`src/rtl/timer_loader_pkg.sv`:
```
// Shared definitions for the timer entry/control stage.
//   - FSM state encodings (3 bits)
//   - BCD digit width, largest legal seconds-tens digit, keypad width
//   - digits_t: the three loaded digits (mm:ss as m:ts)
//   - key_code(): one-hot keypad vector -> digit index
package timer_loader_pkg;

  localparam int BCD_W    = 4;
  localparam int MAX_TENS = 5;
  localparam int NUM_KEYS = 10;

  localparam logic [2:0] ST_IDLE  = 3'd0;
  localparam logic [2:0] ST_LOAD  = 3'd1;
  localparam logic [2:0] ST_RUN   = 3'd2;
  localparam logic [2:0] ST_PAUSE = 3'd3;
  localparam logic [2:0] ST_DONE  = 3'd4;

  typedef struct packed {
    logic [BCD_W-1:0] mins;
    logic [BCD_W-1:0] tens;
    logic [BCD_W-1:0] ones;
  } digits_t;

  // Index of the set bit; only meaningful for one-hot input.
  function automatic logic [BCD_W-1:0] key_code(input logic [NUM_KEYS-1:0] k);
    key_code = '0;
    for (int i = NUM_KEYS - 1; i >= 0; i--)
      if (k[i]) key_code = BCD_W'(i);
  endfunction

endpackage

```
`src/rtl/timer_loader_key_debounce.sv`:
```
// key_debounce: stable-count debouncer with rising-edge event.
//   clk, clearn : clock, async active-low reset
//   din   [W]   : raw level(s)
//   level [W]   : accepted level, updated once din has been identical for
//                 DEB_CYCLES consecutive clock edges
//   rise        : 1-cycle pulse, coincident with level leaving all-zero
// The vector form (W>1) debounces the whole vector as one value, so any bit
// changing restarts the count.
module key_debounce #(
  parameter int W          = 1,
  parameter int DEB_CYCLES = 2
) (
  input  logic         clk,
  input  logic         clearn,
  input  logic [W-1:0] din,
  output logic [W-1:0] level,
  output logic         rise
);

  localparam int              CW  = $clog2(DEB_CYCLES + 1);
  localparam logic [CW-1:0]   DEB = CW'(DEB_CYCLES);

  logic [W-1:0]  smp;
  logic [CW-1:0] cnt;
  logic [CW-1:0] run;

  // run = number of consecutive edges (including this one) sampling din;
  // saturates at DEB so it never wraps while a key is held.
  always_comb begin
    run = CW'(1);
    if (din == smp) run = (cnt == DEB) ? cnt : cnt + CW'(1);
  end

  always_ff @(posedge clk or negedge clearn) begin
    if (!clearn) begin
      smp   <= '0;
      cnt   <= '0;
      level <= '0;
      rise  <= 1'b0;
    end else begin
      smp  <= din;
      cnt  <= run;
      rise <= 1'b0;
      if (run == DEB && din != level) begin
        level <= din;
        rise  <= (level == '0);
      end
    end
  end

endmodule

```
`src/rtl/timer_loader.sv`:
```
// timer_loader: keypad entry + control FSM ahead of the mm:ss BCD counters.
//   clk, clearn          : clock, async active-low reset
//   keypad[10]           : raw key levels, bit k = digit k
//   start, stop          : raw control key levels
//   cnt_zero             : downstream counters all read zero
//   data_mins/tens/ones  : BCD digits presented to the counters' load inputs
//   loadn                : active-low parallel load, low for the LOAD cycle
//   en                   : count enable, high exactly while in RUN
//   err                  : 1-cycle pulse, start refused (000 or tens > 5)
//   done                 : 1-cycle pulse, countdown finished
module timer_loader
  import timer_loader_pkg::*;
#(
  parameter int DEB_CYCLES = 2
) (
  input  logic               clk,
  input  logic               clearn,
  input  logic [NUM_KEYS-1:0] keypad,
  input  logic               start,
  input  logic               stop,
  input  logic               cnt_zero,
  output logic [BCD_W-1:0]   data_mins,
  output logic [BCD_W-1:0]   data_tens,
  output logic [BCD_W-1:0]   data_ones,
  output logic               loadn,
  output logic               en,
  output logic               err,
  output logic               done
);

  logic [NUM_KEYS-1:0] key_lvl;
  logic                key_rise;
  logic [1:0]          ctl_raw, ctl_lvl, ctl_rise;

  key_debounce #(.W(NUM_KEYS), .DEB_CYCLES(DEB_CYCLES)) u_key (
    .clk   (clk),
    .clearn(clearn),
    .din   (keypad),
    .level (key_lvl),
    .rise  (key_rise)
  );

  assign ctl_raw = {stop, start};

  for (genvar g = 0; g < 2; g++) begin : g_ctl
    key_debounce #(.W(1), .DEB_CYCLES(DEB_CYCLES)) u_db (
      .clk   (clk),
      .clearn(clearn),
      .din   (ctl_raw[g]),
      .level (ctl_lvl[g]),
      .rise  (ctl_rise[g])
    );
  end

  logic    start_ev, stop_ev, key_ev, dig_ok;
  logic [2:0] state;
  digits_t dig;

  // rise already implies the new level is high; the AND keeps the
  // accepted level as the qualifying term.
  assign start_ev = ctl_rise[0] & ctl_lvl[0];
  assign stop_ev  = ctl_rise[1] & ctl_lvl[1];
  // Leaving zero into a multi-key chord produces a rise but no key event.
  assign key_ev   = key_rise & $onehot(key_lvl);
  assign dig_ok   = (dig != '0) && (dig.tens <= BCD_W'(MAX_TENS));

  always_ff @(posedge clk or negedge clearn) begin
    if (!clearn) begin
      state <= ST_IDLE;
      dig   <= '0;
      loadn <= 1'b1;
      en    <= 1'b0;
      err   <= 1'b0;
      done  <= 1'b0;
    end else begin
      loadn <= 1'b1;
      err   <= 1'b0;
      done  <= 1'b0;
      case (state)
        ST_IDLE: begin
          if (stop_ev) begin
            dig <= '0;
          end else if (start_ev) begin
            if (dig_ok) begin
              state <= ST_LOAD;
              loadn <= 1'b0;
            end else begin
              err <= 1'b1;
            end
          end else if (key_ev) begin
            dig <= '{mins: dig.tens, tens: dig.ones, ones: key_code(key_lvl)};
          end
        end
        ST_LOAD: begin
          state <= ST_RUN;
          en    <= 1'b1;
        end
        ST_RUN: begin
          if (cnt_zero) begin
            state <= ST_DONE;
            en    <= 1'b0;
            done  <= 1'b1;
          end else if (stop_ev) begin
            state <= ST_PAUSE;
            en    <= 1'b0;
          end
        end
        ST_PAUSE: begin
          if (stop_ev) begin
            state <= ST_IDLE;
            dig   <= '0;
          end else if (start_ev) begin
            state <= ST_RUN;
            en    <= 1'b1;
          end
        end
        ST_DONE: begin
          state <= ST_IDLE;
          dig   <= '0;
        end
        default: begin
          state <= ST_IDLE;
          dig   <= '0;
          en    <= 1'b0;
        end
      endcase
    end
  end

  assign data_mins = dig.mins;
  assign data_tens = dig.tens;
  assign data_ones = dig.ones;

endmodule
```
`config.mk`:
```
export PLATFORM = sky130hd
export DESIGN_NAME = timer_loader
export DESIGN_NICKNAME = d
export VERILOG_FILES = /design/src/rtl/timer_loader_pkg.sv /design/src/rtl/timer_loader_key_debounce.sv /design/src/rtl/timer_loader.sv
export SDC_FILE = /design/constraint.sdc
export NUM_CORES = 1
export LEC_CHECK = 0
export CORE_MARGIN = 2
export CORE_UTILIZATION = 55
export DETAILED_ROUTE_END_ITERATION = 10
export PLACE_DENSITY_LB_ADDON = 0.25
export SLEW_MARGIN = 20
export SYNTH_ARGS = -nofsm -noshare
export SYNTH_HDL_FRONTEND = slang
export SYNTH_SLANG_ARGS = --single-unit
```
`constraint.sdc`:
```
create_clock -name clk -period 4.6 [get_ports clk]
set_input_delay 1.38 -clock clk [delete_from_list [all_inputs] [get_ports clk]]
set_output_delay 1.38 -clock clk [all_outputs]
set_load 0.005 [all_outputs]
```
* Word-level counts from Yosys, hierarchy flattened *
Cells that the tools add are included.

word-level totals
  flip-flop bits (word level) = 52
  input bits = 15
  output and inout port bits = 16
  word-level logic and storage cells = 125

operators by class
  add/sub/neg operators = 12
  magnitude comparators = 1
  eq/ne operators = 27
  multiplexer cells = 46
  bitwise operators = 7
  reduce and logical (&&, ||, !) cells = 12

operators by type and width
  kind                                                             count
  2-to-1 mux 12 bit                                                4
  2-to-1 mux 4 bit                                                 10
  one-hot mux 12 bit (3 select lines)                              1
  2-to-1 mux 3 bit                                                 7
  2-to-1 mux 1 bit                                                 16
  == test 2 bit (second input constant)                            6
  2-to-1 mux 2 bit                                                 6
  inequality test 2 bit (second input constant)                    6
  inequality test 3 bit (second input constant)                    4
  one-hot mux 3 bit (4 select lines)                               1
  nonzero test 12 bit                                              1
  adder 1 x 1 -> 2 bit                                             5
  == test 10 bit                                                   1
  logical NOT 10 bit                                               1
  inequality test 10 bit                                           1
  AND reduction 4 bit                                              2
  adder 2 x 1 -> 2 bit (second input constant)                     3
  adder 2 x 2 -> 3 bit                                             2
  == test 3 x 2 -> 1 bit (second input constant)                   2
  AND reduction 5 bit                                              1
  adder 3 x 3 -> 4 bit                                             1
  adder 4 x 2 -> 4 bit                                             1
  == test 4 x 1 -> 1 bit (second input constant)                   1
  less-or-equal comparator 4 x 3 -> 1 bit (second input constant)  1
  other kinds (10)                                                 21

* Depth between registers and ports, before layout *
  depth after elaboration = 14
  mapped depth = 14
  depth with buffers taken out = 13

* Modules after synthesis *
From an unflattened synthesis, not the netlist that was laid out.

second synthesis, totals
  cells, all modules = 232
  area, all modules = 2738.9 um^2

modules (own cells, without submodules)
  module                            instances  cells each  area each (um^2)  seq. area each (um^2)
  timer_loader                      1          125         1287.5            476.7
  key_debounce (u_key)              1          73          1048.5            575.6
  key_debounce (g_ctl[0].u_db ...)  2          17          201.4             125.1

* Least setup slack after synthesis *
No wires, ideal clock.

  path kind = register -> register
  start = register u_key.level[0]
  end = register dig, in the netlist data_ones[3]
  library setup time = 125 ps
  data arrival time = 3750 ps
  data required time = 4475 ps
  path slack = 725 ps
  cell stages (with the launch flop) = 14
  path buffers = 0
  period minus slack after synthesis = 3875 ps
  cell sequence = dfrtp_1 > fa_1 > fa_1 > inv_1 > fa_1 > inv_1 > ha_1 > inv_1 > fa_1 > a2111o_1 > a211oi_2 > o21a_1 > a311o_2 > mux2_2

on the way
  word-level cells in the longest chain between the ends = 8
  elaborated cells on any way between the ends = 13
  those cells by class = add/sub: 4; eq/ne: 2; mux: 5; bitwise: 1; reduce/logical: 1

RTL lines
  element                                     line                             RTL
  start: declaration                          timer_loader_key_debounce.sv:16  output logic [W-1:0] level,
  start signal: assignment                    timer_loader_key_debounce.sv:45  level <= din;
  adder 1 x 1 -> 2 bit (not written as such)  timer_loader.sv:64               assign key_ev = key_rise & $onehot(key_lvl);
  adder 2 x 2 -> 3 bit (not written as such)  timer_loader.sv:64
  adder 3 x 3 -> 4 bit (not written as such)  timer_loader.sv:64
  adder 4 x 2 -> 4 bit (not written as such)  timer_loader.sv:64
  == test 4 x 1 -> 1 bit                      timer_loader.sv:64
  bitwise AND 1 bit                           timer_loader.sv:64
  inequality test 3 bit (no source line)      --
  AND reduction 4 bit (no source line)        --
  end signal: assignment                      timer_loader.sv:91               dig <= '{mins: dig.tens, tens: dig.ones, ones: key_code(key_lvl)};
  end: declaration                            timer_loader.sv:57               digits_t dig;

Parallel ways exist; a longest one is shown, timed or not. The select of a mux whose other input is x is not followed.
A chain may end at the register's enable or synchronous reset.

* Worst setup path after layout *
  start = register u_key.level[0]
  end = register dig, in the netlist data_tens[1]

on the way
  word-level cells in the longest chain between the ends = 8

RTL lines
  element                                     line
  adder 1 x 1 -> 2 bit (not written as such)  timer_loader.sv:64
  adder 2 x 2 -> 3 bit (not written as such)  timer_loader.sv:64
  adder 3 x 3 -> 4 bit (not written as such)  timer_loader.sv:64
  adder 4 x 2 -> 4 bit (not written as such)  timer_loader.sv:64
  == test 4 x 1 -> 1 bit                      timer_loader.sv:64
  bitwise AND 1 bit                           timer_loader.sv:64
  inequality test 3 bit (no source line)      --
  AND reduction 4 bit (no source line)        --

No other way between the ends.

==> impl_metrics.yaml <==
clock_tree:
  clockBufferDepth: 2
  ctsHoldBuffers: 0
  cts_made_buffers: 5
  cts_setup_buffers: 0
  tritoncts: "built"
  path_clk_slew_ns: 0.09
  root_buffer: "clkbuf_8"
  clkLatencyLatePin_ns: 0.31
  htreeDepth: 2
  cts_resized: 0
  clkSinkCount: 52
placement:
  dp_cells: 318
  port-buffer-count: 30
  dpl_worst_slack_ns: 0.502
  dp_hpwl_um: 3370
  routabilityCongestion: 0.766
die:
  core_area_um2: 4660
  fp.dieW_um: 72.9
  fp-row-count: 25
  die_h_um: 72.9
  start_util_pct: 55.9
  fp.dieArea_um2: 5310
  boundaryPins: 31
drt:
  via_count: 1788
  drc: 0
  ant_nets: 0
  first_pass_iters: 4
  wl_per_cell_um: 14.2
  vias_per_cell: 5.48
  totalWireLength_um: 4620
  drt_iter0_drc: 97
synth:
  mappedNetlistArea_um2: 2610
  synth_cell_types: 42
  synth-async-reset-ratio_pct: 100
  synthTopCellsByArea: "dfrtp_1, inv_1, mux2_2, fa_1, xor2_1"
  ys_warn_count: 0
  yosys.area.top_type: "dfrtp_1"
  syn-instance-count: 235
  synth_top_cell_area_share_pct: 48.9
  ys.flop_type: "dfrtp_1"
  ys_ff_latch: 52
  seq_area_frac_synth_pct: 50.0
  synth_edf_count: 0
  syn_avg_cell_area_um2: 11.1
  synth_fp_nets: 262
worst_setup_path:
  arrival_ns: 4.30
  worst-setup-path-type: "flip-flop to flip-flop"
  cp-end-kind: "flip-flop"
  cp_max_fo: 11
  worstPathRequired_ns: 4.83
  cp-start-kind: "flip-flop"
timing:
  fin_ws_ns: 0.527
  clock_skew_ns: 0.00348
  rsz0062_at_grt: "false"
  period_minus_slack_ns: 4.07
  worst_pin_slew_ns: 0.643
  hold_slack_ns: 0.516
  tns_ns: 0
  max_freq_mhz: 246
  setup_violations: 0
  maxSlewViolCount: 0
  relSlewSlack_pct: 57.1
  finalCritPeriodShare_pct: 88.5
  finalHoldViolCount: 0
grt:
  gr-total-overflow: 0
  grt_usage_pct: 19.4
  grt_pass1_wl_um: 7770
  grt_pass1_vias: 1626
  antenna_found_initial: 0
  grt_max_degree: 53
power_and_ir_drop:
  powerDensity_nw_per_um2: 311
  ir_worst_vdd_uv: 205
  p_leak_nw: 1.39
worst_hold_path:
  min_path_type: "flip-flop to flip-flop"
final_layout:
  diodes: 0
  nNetsFinal: 298
  fin_util_pct: 65.7
  syn2layout_area_growth_pct: 17.5
  seqCellArea_um2: 1300
  num-fill-cells: 379
  stdcell_count: 326
  multi_input_area_um2: 1140
  drive_gt1_share_pct: 11.4
run_status:
  status: "finished, final reports clean"
flow_run:
  drv_cap: 0
## state kept, by name (all words and copies together) (netlist names), 3 cells and up
| signal | count |
|---|---|
| u_key.smp | 10 |
| data_mins | 4 |
| data_tens | 4 |
| state | 3 |
| data_ones | 4 |
| g_ctl.u_db.cnt | 4 |
| u_key.level | 10 |
## path summary, 6_finish.rpt
path | from | to | slack, ns | cells past startpoint
setup / recovery | u_key.level[0] | data_tens[1] | 0.53 | 14
hold / removal | g_ctl[0].u_db.level | g_ctl[0].u_db.rise | 0.52 | 1
setup reg to reg | u_key.level[0] | data_tens[1] | 0.53 | 14
hold reg to reg | g_ctl[0].u_db.level | g_ctl[0].u_db.rise | 0.52 | 1
max in group asynchronous | clearn | u_key.smp[3] | 3.00 | 2
min in group asynchronous | clearn | data_mins[1] | 1.17 | 2
## cell usage in the layout (no fill, tap or decap), types with 6 or more instances in the layout
| cell | n |
|---|---|
| mux2_2 | 11 |
| clkbuf_8 | 6 |
| fa_1 | 6 |
| ha_1 | 6 |
| mux2i_1 | 8 |
| a21oi_1 | 9 |
| nor2_1 | 9 |
| inv_1 | 37 |
| xor2_1 | 11 |
| xnor2_1 | 9 |
| nand2_1 | 14 |
| nor4_1 | 6 |
| dfrtp_1 | 51 |
| clkdlybuf4s50_1 | 29 |
## per-layer routing
layer  vias to the layer above  track usage, %  wire (µm)
met3                         6            3.73        130
met2                        23            28.2       2170
met5                         -               0          0
li1                        863               -          -
met4                         0            8.64         91
met1                       896            28.5       2220
## cells by family after synthesis
group	after synthesis	synth area share, %
xor+xnor	20	6.72
mux	19	7.82
buf+inv	41	6.19
fa+ha+maj	12	7.49
simple gates	64	14.6
compound gates	27	7.20
flops	52	50.0
## area by class of cell
type | count | share of cell area (%)
Inverter | 37 | 4.53
Clock buffer | 6 | 2.70
Multi-Input combinational cell | 142 | 37.3
Sequential cell | 52 | 42.5
Tap cell | 54 | 2.21
Timing Repair Buffer | 33 | 10.4
Clock inverter | 2 | 0.327
## metrics by stage
stage          area [µm²]  power (mW)
2_1_floorplan        2610       0.633
3_3_place_gp         2970       0.691
6_report             3060       0.954
4_1_cts              3060       0.964
5_1_grt              3060        1.01
3_5_place_dp         2970       0.696
## power by group
part           internal (mW)  switching [mW]  total (mW)
sequential             0.489          0.0278       0.517
combinational         0.0826          0.0869       0.170
clock                  0.120           0.147       0.267
total                  0.692           0.262       0.954
## worst max-delay path: stages (launching register included)
cell      delay (ns)
dfrtp_1         0.45
fa_1            0.53
fa_1            0.51
inv_1           0.05
fa_1            0.42
inv_1           0.06
ha_1            0.15
inv_1           0.05
fa_1            0.38
a2111o_1        0.41
a211oi_2        0.29
o21a_1          0.15
a311o_2         0.12
buf_4           0.21
mux2i_1         0.21
## cell usage after synthesis, types with 2 or more instances
library cell,number
dfrtp_1,51
inv_1,37
nand2_1,14
mux2_2,11
xor2_1,11
a21oi_1,9
nor2_1,9
xnor2_1,9
mux2i_1,8
fa_1,6
ha_1,6
nor4_1,6
nand3_1,5
and2_1,4
and3_1,4
nand3b_1,4
nor3_1,4
a31oi_1,3
clkbuf_1,3
nor3b_1,3
a21o_1,2
a221oi_1,2
nand2b_1,2
nand4_1,2
o21ai_0,2
or3b_2,2
Note: power is estimated with default switching activity, not from simulation.
